`src/rtl/mips_fetch_unit.sv`:
```
// MIPS instruction-fetch stage: owns the PC, fetches over a req/ready handshake,
// holds the instruction for one execute window and resolves branch/jump targets.
module mips_fetch_unit #(
   parameter logic [31:0] RESET_PC = 32'h0000_0000,
   parameter int          CNT_W    = 32,
   parameter int          MAX_WAIT = 15
) (
   input  logic             clk,
   input  logic             rst,
   input  logic             stall,
   input  logic             branch,
   input  logic             pc_src,
   output logic             imem_req,
   output logic [31:0]      imem_addr,
   input  logic [31:0]      imem_rdata,
   input  logic             imem_ready,
   output logic [31:0]      instr,
   output logic [5:0]       opcode,
   output logic [5:0]       funct,
   output logic             instr_valid,
   output logic [31:0]      pc,
   output logic [31:0]      pc_plus4,
   output logic [CNT_W-1:0] retired_count,
   output logic             fetch_err
);

   // state   | meaning
   // S_BOOT  | one idle cycle after reset release
   // S_FETCH | request outstanding at pc, waiting for imem_ready
   // S_EXEC  | instr live for the control unit, waits for stall=0
   // S_HALT  | memory timeout, frozen until reset
   typedef enum logic [1:0] {S_BOOT, S_FETCH, S_EXEC, S_HALT} state_t;

   localparam logic [7:0] WAIT_LAST = 8'(MAX_WAIT - 1);

   state_t      state;
   logic [7:0]  wait_cnt;
   logic [31:0] br_off;
   logic [31:0] next_pc;

   assign imem_addr = pc;
   assign pc_plus4  = pc + 32'd4;
   assign opcode    = instr[31:26];
   assign funct     = instr[5:0];
   assign br_off    = {{14{instr[15]}}, instr[15:0], 2'b00};

   always_comb begin
      next_pc = pc_plus4;
      if (pc_src)
         next_pc = {pc_plus4[31:28], instr[25:0], 2'b00};
      else if (branch)
         next_pc = pc_plus4 + br_off;
   end

   always_ff @(posedge clk or posedge rst) begin
      if (rst) begin
         state         <= S_BOOT;
         pc            <= RESET_PC;
         instr         <= 32'h0;
         instr_valid   <= 1'b0;
         imem_req      <= 1'b0;
         retired_count <= '0;
         fetch_err     <= 1'b0;
         wait_cnt      <= 8'd0;
      end else begin
         case (state)
            S_BOOT: begin
               imem_req <= 1'b1;
               state    <= S_FETCH;
            end
            S_FETCH: begin
               if (imem_ready) begin
                  instr       <= imem_rdata;
                  wait_cnt    <= 8'd0;
                  imem_req    <= 1'b0;
                  instr_valid <= 1'b1;
                  state       <= S_EXEC;
               end else begin
                  wait_cnt <= wait_cnt + 8'd1;
                  // this cycle is the MAX_WAIT-th one without ready
                  if (wait_cnt == WAIT_LAST) begin
                     fetch_err <= 1'b1;
                     imem_req  <= 1'b0;
                     state     <= S_HALT;
                  end
               end
            end
            S_EXEC: begin
               if (!stall) begin
                  pc            <= next_pc;
                  retired_count <= retired_count + CNT_W'(1);
                  instr_valid   <= 1'b0;
                  imem_req      <= 1'b1;
                  state         <= S_FETCH;
               end
            end
            S_HALT: begin
               imem_req    <= 1'b0;
               instr_valid <= 1'b0;
            end
            default: state <= S_HALT;
         endcase
      end
   end

   // a misaligned RESET_PC keeps its low bits through sequential fetch
   a_pc_aligned: assert property (@(posedge clk) disable iff (rst) pc[1:0] == 2'b00);

endmodule

```
`config.mk`:
```
export PLATFORM = sky130hd
export DESIGN_NAME = mips_fetch_unit
export DESIGN_NICKNAME = d
export VERILOG_FILES = /design/src/rtl/mips_fetch_unit.sv
export SDC_FILE = /design/constraint.sdc
export NUM_CORES = 1
export LEC_CHECK = 0
export ABC_CLOCK_PERIOD_IN_PS = 8200
export BUFFER_PORTS_ARGS = -buffer_cell sky130_fd_sc_hd__buf_2
export CAP_MARGIN = 20
export CORE_ASPECT_RATIO = 0.8
export CORE_UTILIZATION = 50
export DETAILED_ROUTE_END_ITERATION = 10
export GPL_ROUTABILITY_DRIVEN = 0
export PLACE_DENSITY = 0.78
export SYNTH_ARGS = -nofsm -noshare
export SYNTH_HDL_FRONTEND = slang
export SYNTH_SLANG_ARGS = --single-unit
```
`constraint.sdc`:
```
create_clock -name clk -period 8.2 [get_ports clk]
set_input_delay 0.41 -clock clk [delete_from_list [all_inputs] [get_ports clk]]
set_output_delay 0.41 -clock clk [all_outputs]
set_load 0.01 [all_outputs]
```
After elaboration in Yosys (flattened, before gate mapping)
Index checks and enable logic that the tools add are counted.
W data, S select, Z words.
{"block": "word_totals", "register_bits": 109, "inputBits": 38, "out_inout_bits": 175, "wordCells": 44}
{"block": "op_classes", "add_sub_neg": 4, "eq_ne": 7, "muxes": 14, "n_bitwise": 2, "n_reduce_logical": 9}
{"cell": "$mux W32", "count": 2}
{"cell": "$add A32 B1 Y32 const B", "count": 1}
{"cell": "$add A32 B3 Y32 const B", "count": 1}
{"cell": "$add A32 B32 Y32", "count": 1}
{"cell": "$reduce_and A3 Y1", "count": 3}
{"cell": "$add A8 B1 Y8 const B", "count": 1}
{"cell": "$eq A8 B4 Y1 const B", "count": 1}
{"cell": "$mux W8", "count": 1}
{"cell": "$mux W2", "count": 3}
{"cell": "$pmux W2 S3", "count": 1}
{"cell": "$reduce_and A2 Y1", "count": 3}
{"cell": "$reduce_bool A3 Y1", "count": 2}
{"cell": "$mux W1", "count": 5}
{"cell": "$eq A2 B2 Y1 const B", "count": 2}
{"cell": "$ne A2 B2 Y1 const B", "count": 2}
{"cell": "$pmux W1 S4", "count": 1}
{"cell": "$ne A3 B3 Y1 const B", "count": 1}
{"cell": "$pmux W1 S3", "count": 1}
{"cell": "$eq A2 B1 Y1 const B", "count": 1}
{"cell": "$logic_not A2 Y1", "count": 1}
{"cell": "$not A1 Y1", "count": 2}

Depth between registers and ports, before layout
Gate-level depths: netlist of run 1.
{"block": "logic_depth", "word_depth": 4, "ltp_mapped": 17}

Least setup slack after synthesis of run 1
No wires, ideal clock.
{"block": "synth_path", "path_type": "reg2reg", "start": "register pc[2], in the netlist imem_addr[2]", "end": "register pc[27], in the netlist imem_addr[27]", "setup_ns": 0.135, "arrival_ns": 3.620, "t_required_ns": 8.065, "slack_ns": 4.445, "stages_incl_launch_ff": 17, "path_buffers": 1, "synth_period_minus_slack_ns": 3.755, "cell_sequence": "dfrtp_1 ha_1 nand2_1 nor3_1 nand3_1 xnor2_1 ha_1 buf_4 nand4_1 or4_1 a21oi_1 nor2_1 a31o_2 o21a_4 and4_4 a2111oi_4 o21ai_1"}
{"block": "synth_via", "elab_chain_cells": 4}
{"item": "start, declared", "line": "21", "rtl": "output logic [31:0] pc,"}
{"item": "start signal, assigned", "line": "90", "rtl": "pc <= next_pc;"}
{"item": "$add A32 B3 Y32", "line": "42", "rtl": "assign pc_plus4 = pc + 32'd4;"}
{"item": "net pc_plus4[14]", "line": "22", "rtl": "output logic [31:0] pc_plus4,"}
{"item": "$add A32 B32 Y32", "line": "52", "rtl": "next_pc = pc_plus4 + br_off;"}
{"item": "$mux W32", "line": "51", "rtl": "else if (branch)"}
{"item": "$mux W32", "line": "49", "rtl": "if (pc_src)"}
The timed path passes the listed nets, and every way through them passes these cells.
A chain may end at the register's enable or synchronous reset.

Final worst setup path of run 1
{"block": "layout_path", "start": "register pc[2], in the netlist imem_addr[2]", "end": "register pc[26], in the netlist imem_addr[26]"}
{"block": "layout_via", "elab_chain_cells": 4}
{"item": "$add A32 B3 Y32 (*)", "line": "42"}
{"item": "$add A32 B32 Y32", "line": "52"}
{"item": "$mux W32 (*)", "line": "51"}
{"item": "$mux W32 (*)", "line": "49"}
Mark *: on every way between the ends. The rest lies on a longest branch, timed or not.

==> flow_metrics.py, run 1 <==
metrics = {
    "drt": {
        "wl_per_cell_um": 16.6,
        "vias_per_cell": 5.64,
        "route.vias.total": 6531,
        "drcViolationCount": 24,
        "first_pass_iters": 9,
        "drt_wl_total_um": 19200,
        "drtIter0Drc": 494,
        "antenna_left": 0,
    },
    "clock_network": {
        "cts_resized": 0,
        "cts_made_buffers": 9,
        "clk_path_buf_depth": 2,
        "hold_buffers": 0,
        "cts_tree": "yes",
        "clk_latency_ps": 360,
        "post_cts_buffers": 0,
        "clock_sinks": 107,
        "cts_root_buffer": "clkbuf_16",
        "clk_pin_slew_ps": 70,
        "htree_levels": 3,
    },
    "die": {
        "die_x_um": 138,
        "start_util_pct": 51.7,
        "die_h_um": 111,
        "core_mm2": 0.0144,
        "die_area_mm2": 0.0154,
        "pin_count": 213,
        "placementRows": 39,
    },
    "sta": {
        "min_period_ps": 4150,
        "grt_setup_unrepaired": "no",
        "fmax_ghz": 0.241,
        "tightest_slew_ps": 1010,
        "slew_headroom_pct": 32.4,
        "finalHoldViolCount": 0,
        "setup_viol": 0,
        "fin_setup_tns_ps": 0,
        "finClkSkew_ps": 7.77,
        "fin_crit_sh_pct": 50.6,
        "drv_slew": 0,
    },
    "synthesis": {
        "synth_edf_count": 0,
        "yosysTopAreaCellShare_pct": 36.0,
        "netlist_area_mm2": 0.00744,
        "synthDistinctLibCells": 69,
        "synth-seq-area-share_pct": 36.0,
        "syn_inst": 823,
        "synth_top_flop_cell": "dfrtp_1",
        "yosys_warnings": 0,
        "synthArstFlopShare_pct": 100,
        "synth_common_cells": "dfrtp_1 (107), nand2_1 (81), a21oi_1 (57), nor2_1 (57), xnor2_1 (55)",
        "synth-seq-cells": 107,
        "synth_largest_area_cell": "dfrtp_1",
        "syn_avg_cell_area_um2": 9.04,
        "synth.area.top_cells": "dfrtp_1 (36%), ha_1 (6.6%), xnor2_1 (6.5%), buf_4 (5.1%), mux2_2 (5.0%)",
        "synth.most_common_cell": "dfrtp_1",
    },
    "global_route": {
        "grt_overflow": 0,
        "grt_use_total_pct": 25.5,
        "grt_pass1_vias": 6082,
        "grt_max_degree": 62,
        "antenna_found_initial": 0,
        "grt_pass1_wl_um": 31500,
    },
    "setup_path": {
        "max_stage_delay_ps": 490,
        "arrival_ps": 4370,
        "crit_start": "imem_addr[2]$_DFFE_PP0P_",
        "worstSetupEndpointType": "register",
        "crit_chain": "ha_1 > nand2_1 > nor3_1 > nand2_1 > nor2_1 > and3_1 > xor2_1 > ha_1 > a21o_1 > a21o_1 > a211oi_1 > nor2_1 > xor2_1 > a222oi_1 > o21ai_0",
        "slowest_stage": "nor3_1",
        "start_kind": "register",
        "worstPathRequired_ps": 8420,
        "r2r_slack_ps": 4050,
        "crit_type": "register to register",
        "cp_max_fo": 9,
        "timing.rr.start": "imem_addr[2]$_DFFE_PP0P_",
    },
    "power_and_ir_drop": {
        "power_frac_seq_pct": 28.5,
        "clockPowerShare_pct": 14.0,
        "ir_worst_vdd_v": 0.000203,
        "power_density_mw_per_mm2": 377,
        "comb_power_share_pct": 57.4,
        "p_switching_mw": 1.50,
        "p_sw_share_pct": 46.4,
        "p_leak_nw": 4.28,
        "p_int_mw": 1.73,
    },
    "final_layout": {
        "areaGrowthSynthToFinish_pct": 15.0,
        "n_fill_cell": 1279,
        "nNetsFinal": 1046,
        "n_antenna_cell": 0,
        "drive_above_1_share_pct": 28.1,
        "final_cells": 1157,
        "regArea_mm2": 0.00268,
        "multiInputGateArea_mm2": 0.00422,
    },
    "status": {
        "violations": "DRC",
        "outcome": "finished, violations left",
    },
    "placement": {
        "io_buffers": 206,
        "dp_cells": 1141,
        "dp_hpwl_um": 14200,
    },
    "flow_run": {
        "drv_cap": 0,
    },
    "min_path": {
        "min_path_type": "input port to asynchronous set/reset pin",
    },
}
cell families (layout without fill, tap and decap cells):
| logic type | Yosys count | after routing | share of synthesized area (%) |
|---|---|---|---|
| buffers and inverters | 99 | 244 | 7.57 |
| multiplexers | 43 | 43 | 6.34 |
| other | 1 | 6 | 0.0504 |
| AO/OA/AOI/OAI | 185 | 185 | 15.8 |
| XOR/XNOR | 83 | 83 | 9.77 |
| AND/OR/NAND/NOR | 265 | 265 | 17.6 |
| adder cells (fa/ha/maj) | 40 | 40 | 6.83 |
| flip-flops | 107 | 107 | 36.0 |
layout make-up:
cell class | count | area share [%]
multi-input cells | 622 | 49.3
flip-flops and latches | 107 | 31.3
repair buffers | 210 | 12.4
well taps | 184 | 2.69
clock buffers | 10 | 2.68
clock inverters | 6 | 0.848
inverters | 18 | 0.819
power groups by stage:
stage | logic (mW) | clock network (mW) | registers [mW]
finish | 1.85 | 0.453 | 0.921
global route | 2.04 | 0.480 | 0.949
floorplan | 1.35 | 0 | 0.933
CTS | 1.84 | 0.465 | 0.916
detailed placement | 1.83 | 0 | 0.923
global placement | 1.82 | 0 | 0.914
routing by layer:
metal / GRT usage, % / vias to the layer above / wire length [um]
met5: 0 / - / 0
met4: 6.22 / 0 / 230
met3: 4.84 / 20 / 1190
met2: 39.5 / 263 / 8520
met1: 36.6 / 3084 / 9250
li1: - / 3164 / -
placed cells by master, fill, tap and decap left out, drive strengths merged, types with 5 or more instances in the layout:
cell and instances:
a21o 13, or3 5, clkbuf 10, o211ai 6, xnor2 55, nand4 20
and2 6, buf 210, nand2b 6, and3 19, inv 20, xor2 28
o21ai 52, o22ai 6, dfrtp 107, nand2 81, a21oi 57, nor3 9
nor2b 8, nand3 35, mux2 33, nor2 58, o21a 7, conb 6
ha 39, mux2i 10, a211oi 6
worst max-delay path, delay by kind of cell (launching register included):
family	cells	cell delay, ps
AND/OR/NAND/NOR	6	1580
AO/OA/AOI/OAI	5	970
adder cells (fa/ha/maj)	2	650
flip-flops	1	420
XOR/XNOR	2	400
registers in the layout, indices dropped and copies added (netlist names):
name and flops:
fetch_err 1, imem_addr 30, imem_req 1, state 2
wait_cnt 8, instr_valid 1, retired_count 32, instr 32
metrics by stage:
step           worst slack, ps  utilization (%)  instance area (um2)  hold WS, ps  power [mW]
4_1_cts                   4090             59.5                 8560          124        3.22
3_5_place_dp              4100             57.4                 8260          445        2.75
6_report                  4050             59.5                 8560          110        3.23
5_1_grt                   3680             59.5                 8560          155        3.47
3_3_place_gp              4210             57.4                 8260          437        2.73
2_1_floorplan             4440                -                 7460          466        2.29
final timing paths:
check / endpoint / cells after the start
min in group clk: instr[12]$_DFFE_PP0P_ / 2
worst min register to register: fetch_err$_DFFE_PP0P_ / 1
worst max register to register: imem_addr[26]$_DFFE_PP0P_ / 15
worst max-delay path: imem_addr[26]$_DFFE_PP0P_ / 15
worst min-delay path: instr[27]$_DFFE_PP0P_ / 2
max in group asynchronous: imem_addr[12]$_DFFE_PP0P_ / 3
(Power assumes the default switching activity.)
==> run 2: changes to the inputs <==
- ABC_AREA: not set -> 1
- ABC_CLOCK_PERIOD_IN_PS: 8200 -> 3400
- CORE_UTILIZATION: 50 -> 49
- PLACE_DENSITY: 0.78 -> 0.79
- clock period: 8.2 -> 3.4 ns (I/O delays scaled with it)
==> flow_metrics.py, run 2 <==
metrics = {
    "synthesis": {
        "yosysTopAreaCellShare_pct": 32.6,
        "synth_top_flop_cell": "dfrtp_1",
        "netlist_area_mm2": 0.00821,
        "synth-seq-area-share_pct": 32.6,
        "synthDistinctLibCells": 49,
        "synth-seq-cells": 107,
        "synth_common_cells": "nand2_1 (371), inv_1 (157), nor2_1 (116)",
        "synth.area.top_cells": "dfrtp_1 (33%), nand2_1 (17%), inv_1 (7.2%), ha_1 (5.9%), nor2_1 (5.3%)",
        "syn_inst": 1203,
        "synth_largest_area_cell": "dfrtp_1",
        "yosys_warnings": 0,
        "synthArstFlopShare_pct": 100,
        "synth.most_common_cell": "nand2_1",
        "syn_avg_cell_area_um2": 6.82,
        "synth_edf_count": 0,
    },
    "setup_path": {
        "start_kind": "register",
        "slowest_stage": "dfrtp_2",
        "rr_worst_depth": 18,
        "max_stage_delay_ps": 440,
        "timing.rr.start": "imem_addr[5]$_DFFE_PP0P_",
        "r2r_slack_ps": 120,
        "worstSetupEndpointType": "register",
        "crit_end": "imem_addr[24]$_DFFE_PP0P_",
        "worstPathRequired_ps": 3650,
        "crit_family": "simple AND/OR/NAND/NOR gates",
        "worst_r2r_endpoint": "imem_addr[24]$_DFFE_PP0P_",
        "cp_max_fo": 7,
        "path_depth": 18,
        "crit_type": "register to register",
        "critPathMostFrequentCell": "nand2_1",
        "arrival_ps": 3530,
        "crit_chain": "nand2_1 > nor2_1 > nand2_1 > nor3b_2 > a21oi_1 > or2_2 > ha_1 > nand2_1 > inv_1 > nand3_1 > nor3_1 > nand3_1 > nand3_1 > nand2_1 > nand3_1 > nand2_1 > nand2_1 > nand2_1",
        "cp.buffers_inverters": 1,
        "crit_start": "imem_addr[5]$_DFFE_PP0P_",
    },
    "flow_run": {
        "drv_cap": 0,
    },
    "drt": {
        "drcViolationCount": 0,
        "drtIter0Drc": 800,
        "antenna_left": 0,
        "route.vias.total": 8530,
        "first_pass_iters": 6,
        "wl_per_cell_um": 16.1,
        "drt_wl_total_um": 25800,
        "vias_per_cell": 5.32,
    },
    "sta": {
        "min_period_ps": 3280,
        "tightest_slew_ps": 902,
        "setup_slack_ps": 121,
        "setup_viol": 0,
        "fmax_ghz": 0.305,
        "fin_crit_sh_pct": 96.4,
        "slew_headroom_pct": 39.8,
        "finClkSkew_ps": 6.88,
        "fin_setup_tns_ps": 0,
        "finalHoldViolCount": 0,
        "grt_setup_unrepaired": "yes",
        "drv_slew": 0,
        "hold_ws_ps": 12.4,
    },
    "clock_network": {
        "clk_path_buf_depth": 2,
        "clock_sinks": 107,
        "clk_latency_ps": 350,
        "htree_levels": 3,
        "cts_tree": "yes",
        "cts_made_buffers": 9,
        "cts_root_buffer": "clkbuf_16",
        "clk_pin_slew_ps": 70,
    },
    "placement": {
        "pre_cts_ws_ps": 96.0,
        "dp_hpwl_um": 20200,
        "dp_cells": 1580,
        "io_buffers": 206,
        "place_area_mm2": 0.00923,
    },
    "power_and_ir_drop": {
        "p_switching_mw": 2.81,
        "clockPowerShare_pct": 18.7,
        "power_density_mw_per_mm2": 632,
        "ir_worst_vdd_v": 0.000306,
        "p_int_mw": 3.32,
        "comb_power_share_pct": 51.1,
        "p_total_mw": 6.13,
        "p_leak_nw": 5.52,
        "power_frac_seq_pct": 30.2,
        "p_sw_share_pct": 45.8,
    },
    "die": {
        "core_mm2": 0.0161,
        "pin_count": 213,
        "start_util_pct": 51.1,
        "die_x_um": 147,
        "placementRows": 41,
        "die_area_mm2": 0.0173,
        "die_h_um": 118,
    },
    "final_layout": {
        "n_antenna_cell": 0,
        "drive_above_1_share_pct": 21.6,
        "nNetsFinal": 1460,
        "mostFrequentLayoutCells": "nand2_1 (371), buf_2 (206), inv_1 (156)",
        "areaGrowthSynthToFinish_pct": 18.3,
        "final_util_pct": 60.5,
        "final_common_cell": "nand2_1",
        "final_cell_area_mm2": 0.00971,
        "final_cells": 1602,
    },
    "global_route": {
        "grt_pass1_vias": 7830,
        "grt_use_total_pct": 29.9,
        "grt_pass1_wl_um": 40600,
        "antenna_found_initial": 1,
        "grt_max_degree": 103,
        "grt_overflow": 0,
    },
    "status": {
        "outcome": "finished clean",
    },
    "min_path": {
        "whs_path_depth": 3,
        "min_path_type": "input port to register",
        "worstHoldStart": "imem_rdata[0]",
    },
}
==> run 2: power groups by stage <==
| stage | sequential (mW) | combinational, mW | clock, mW |
|---|---|---|---|
| 2_1_floorplan | 1.87 | 2.02 | 0 |
| 3_3_place_gp | 1.85 | 2.94 | 0 |
| 3_5_place_dp | 1.85 | 2.99 | 0 |
| 4_1_cts | 1.83 | 3.00 | 1.17 |
| 5_1_grt | 1.88 | 3.47 | 1.22 |
| 6_report | 1.85 | 3.14 | 1.15 |
==> run 2: timing repair <==
item,CTS,global route
hold buffers,1,0
endpoints found under the setup margin,0,16
hold endpoints to repair,5,0
buffers inserted,0,5
resized for setup,0,27
==> run 2: tightest hold or removal path, stage by stage <==
cell and delay [ps]:
buf_2 70, nand2_1 40, nand2_1 50
==> run 2: layout make-up <==
cell class	count	area (um2)
flip-flops and latches	107	2680
inverters	159	599
clock inverters	5	75.1
clock buffers	11	253
fillers	1484	6350
multi-input cells	873	4590
well taps	215	269
repair buffers	232	1240
==> run 2: logic make-up (layout without fill, tap and decap cells) <==
family          Yosys count  after routing  share of synthesized area [%]
fa+ha+maj                40             40                           6.19
compound gates          143            143                           9.68
buf+inv                 228            407                           13.1
flops                   107            107                           32.6
xor+xnor                 49             49                           5.32
simple gates            635            635                           33.1
other cells               1              6                         0.0457
==> run 2: worst min-delay path by stage <==
| stage | to | slack, ps |
|---|---|---|
| floorplan | instr[17]$_DFFE_PP0P_ | 290 |
| global placement | instr[14]$_DFFE_PP0P_ | 50 |
| global route | instr[17]$_DFFE_PP0P_ | 20 |
| detailed placement | instr[14]$_DFFE_PP0P_ | 60 |
| CTS | instr[0]$_DFFE_PP0P_ | 4 |
| finish | instr[0]$_DFFE_PP0P_ | 10 |
==> run 2: layer usage <==
metal  global-route usage, %  wire (um)  share of wire, %
met1                    42.9      11200                43
met3                    6.94       3060                12
met4                    11.3        791               3.1
met2                    43.3      10700                42
met5                       0         13             0.050
==> run 3: changes to the inputs <==
- ABC_CLOCK_PERIOD_IN_PS: 3400 -> 4200
- CORE_UTILIZATION: 49 -> 50
- PLACE_DENSITY: 0.79 -> 0.77
- clock period: 3.4 -> 4.2 ns (I/O delays scaled with it)
==> flow_metrics.py, run 3 (synthesis gave the netlist of run 2 again) <==
metrics = {
    "status": {
        "outcome": "finished clean",
    },
    "placement": {
        "io_buffers": 206,
        "dp_hpwl_um": 20200,
        "place_area_mm2": 0.00910,
        "dp_cells": 1565,
        "pre_cts_ws_ps": 746,
    },
    "clock_network": {
        "clk_pin_slew_ps": 70,
        "cts_made_buffers": 9,
        "clk_path_buf_depth": 2,
        "post_cts_buffers": 0,
        "clock_sinks": 107,
        "clk_latency_ps": 360,
        "htree_levels": 3,
        "cts_root_buffer": "clkbuf_16",
        "cts_tree": "yes",
    },
    "drt": {
        "first_pass_iters": 5,
        "antenna_left": 0,
        "vias_per_cell": 5.32,
        "wl_per_cell_um": 16.3,
        "route.vias.total": 8415,
        "drcViolationCount": 0,
        "drt_wl_total_um": 25800,
        "drtIter0Drc": 772,
    },
    "sta": {
        "setup_slack_ps": 477,
        "min_period_ps": 3720,
        "setup_viol": 0,
        "fin_setup_tns_ps": 0,
        "drv_slew": 0,
        "tightest_slew_ps": 986,
        "grt_setup_unrepaired": "no",
        "hold_ws_ps": 49.9,
        "finalHoldViolCount": 0,
        "finClkSkew_ps": 7.69,
        "slew_headroom_pct": 34.0,
        "fmax_ghz": 0.269,
        "fin_crit_sh_pct": 88.6,
    },
    "final_layout": {
        "drive_above_1_share_pct": 19.0,
        "final_common_cell": "nand2_1",
        "areaGrowthSynthToFinish_pct": 15.0,
        "mostFrequentLayoutCells": "nand2_1 (371), buf_2 (206), inv_1 (156)",
        "final_cell_area_mm2": 0.00944,
        "final_util_pct": 59.4,
        "n_antenna_cell": 0,
        "final_cells": 1581,
        "nNetsFinal": 1441,
    },
    "global_route": {
        "grt_pass1_wl_um": 40300,
        "grt_pass1_vias": 7788,
        "grt_overflow": 0,
        "grt_max_degree": 80,
        "antenna_found_initial": 0,
        "grt_use_total_pct": 30.7,
    },
    "die": {
        "placementRows": 41,
        "die_area_mm2": 0.0169,
        "die_h_um": 117,
        "core_mm2": 0.0159,
        "pin_count": 213,
        "die_x_um": 145,
        "start_util_pct": 51.6,
    },
    "power_and_ir_drop": {
        "p_int_mw": 2.55,
        "p_leak_nw": 5.39,
        "p_switching_mw": 2.27,
        "power_frac_seq_pct": 31.6,
        "ir_worst_vdd_v": 0.000370,
        "clockPowerShare_pct": 18.2,
        "power_density_mw_per_mm2": 511,
        "comb_power_share_pct": 50.2,
        "p_total_mw": 4.83,
        "p_sw_share_pct": 47.1,
    },
    "setup_path": {
        "cp_max_fo": 6,
        "start_kind": "register",
        "rr_worst_depth": 16,
        "worstSetupEndpointType": "register",
        "worst_r2r_endpoint": "imem_addr[24]$_DFFE_PP0P_",
        "arrival_ps": 3970,
        "crit_type": "register to register",
        "timing.rr.start": "imem_addr[19]$_DFFE_PP0P_",
        "worstPathRequired_ps": 4450,
        "r2r_slack_ps": 480,
    },
    "flow_run": {
        "drv_cap": 0,
    },
    "min_path": {
        "min_path_type": "input port to register",
        "min_to": "instr[20]$_DFFE_PP0P_",
        "worstHoldStart": "imem_rdata[20]",
        "whs_path_depth": 3,
    },
}
[run 3: critical path, cell delays in order, from the launching register on]
cell     delay (ps)
dfrtp_1         600
nand2_1         180
nor3_1          330
nand2_1         180
nor3_1          380
or2_2           190
nand2_1         130
ha_1            430
nand2_1         170
nor3_1          300
nand3_1         180
nand3_1         130
nand2_1          50
nand3_1         120
nand2_1         110
nand2_1          70
nand2_1          50
[run 3: how the worst max path moves through the flow]
| stage | start | end | slack (ps) | depth (start not counted) |
|---|---|---|---|---|
| 2_1_floorplan | rst | fetch_err$_DFFE_PP0P_ | 1170 | 1 |
| 3_3_place_gp | imem_addr[19]$_DFFE_PP0P_ | imem_addr[24]$_DFFE_PP0P_ | 810 | 16 |
| 3_5_place_dp | imem_addr[19]$_DFFE_PP0P_ | imem_addr[24]$_DFFE_PP0P_ | 750 | 16 |
| 4_1_cts | imem_addr[19]$_DFFE_PP0P_ | imem_addr[24]$_DFFE_PP0P_ | 640 | 16 |
| 5_1_grt | imem_addr[19]$_DFFE_PP0P_ | imem_addr[23]$_DFFE_PP0P_ | 350 | 16 |
| 6_report | imem_addr[19]$_DFFE_PP0P_ | imem_addr[24]$_DFFE_PP0P_ | 480 | 16 |
[run 3: what timing repair did]
item	in CTS	in global routing
hold buffers	0	1
endpoints found under the hold margin	0	22
resized for setup	0	0
[run 3: power by group through the flow]
stage | Combinational, mW | Clock (mW) | Sequential, mW
after floorplan | 1.64 | 0 | 1.51
after global placement | 2.33 | 0 | 1.52
after detailed placement | 2.36 | 0 | 1.52
after CTS | 2.38 | 0.889 | 1.51
after global routing | 2.72 | 0.928 | 1.55
final | 2.42 | 0.878 | 1.52
[run 3: area by class of cell]
| type | instances | area (um2) |
|---|---|---|
| Fill cell | 1544 | 6460 |
| Multi-Input combinational cell | 873 | 4490 |
| Sequential cell | 107 | 2680 |
| Timing Repair Buffer | 213 | 1110 |
| Inverter | 159 | 599 |
| Tap cell | 215 | 269 |
| Clock buffer | 9 | 225 |
| Clock inverter | 5 | 72.6 |
[run 3: layer usage]
metal | GRT usage [%] | share of wire, %
met5 | 0 | 0
met2 | 47.3 | 42
met1 | 42.7 | 43
met3 | 7.70 | 13
met4 | 8.91 | 2.1
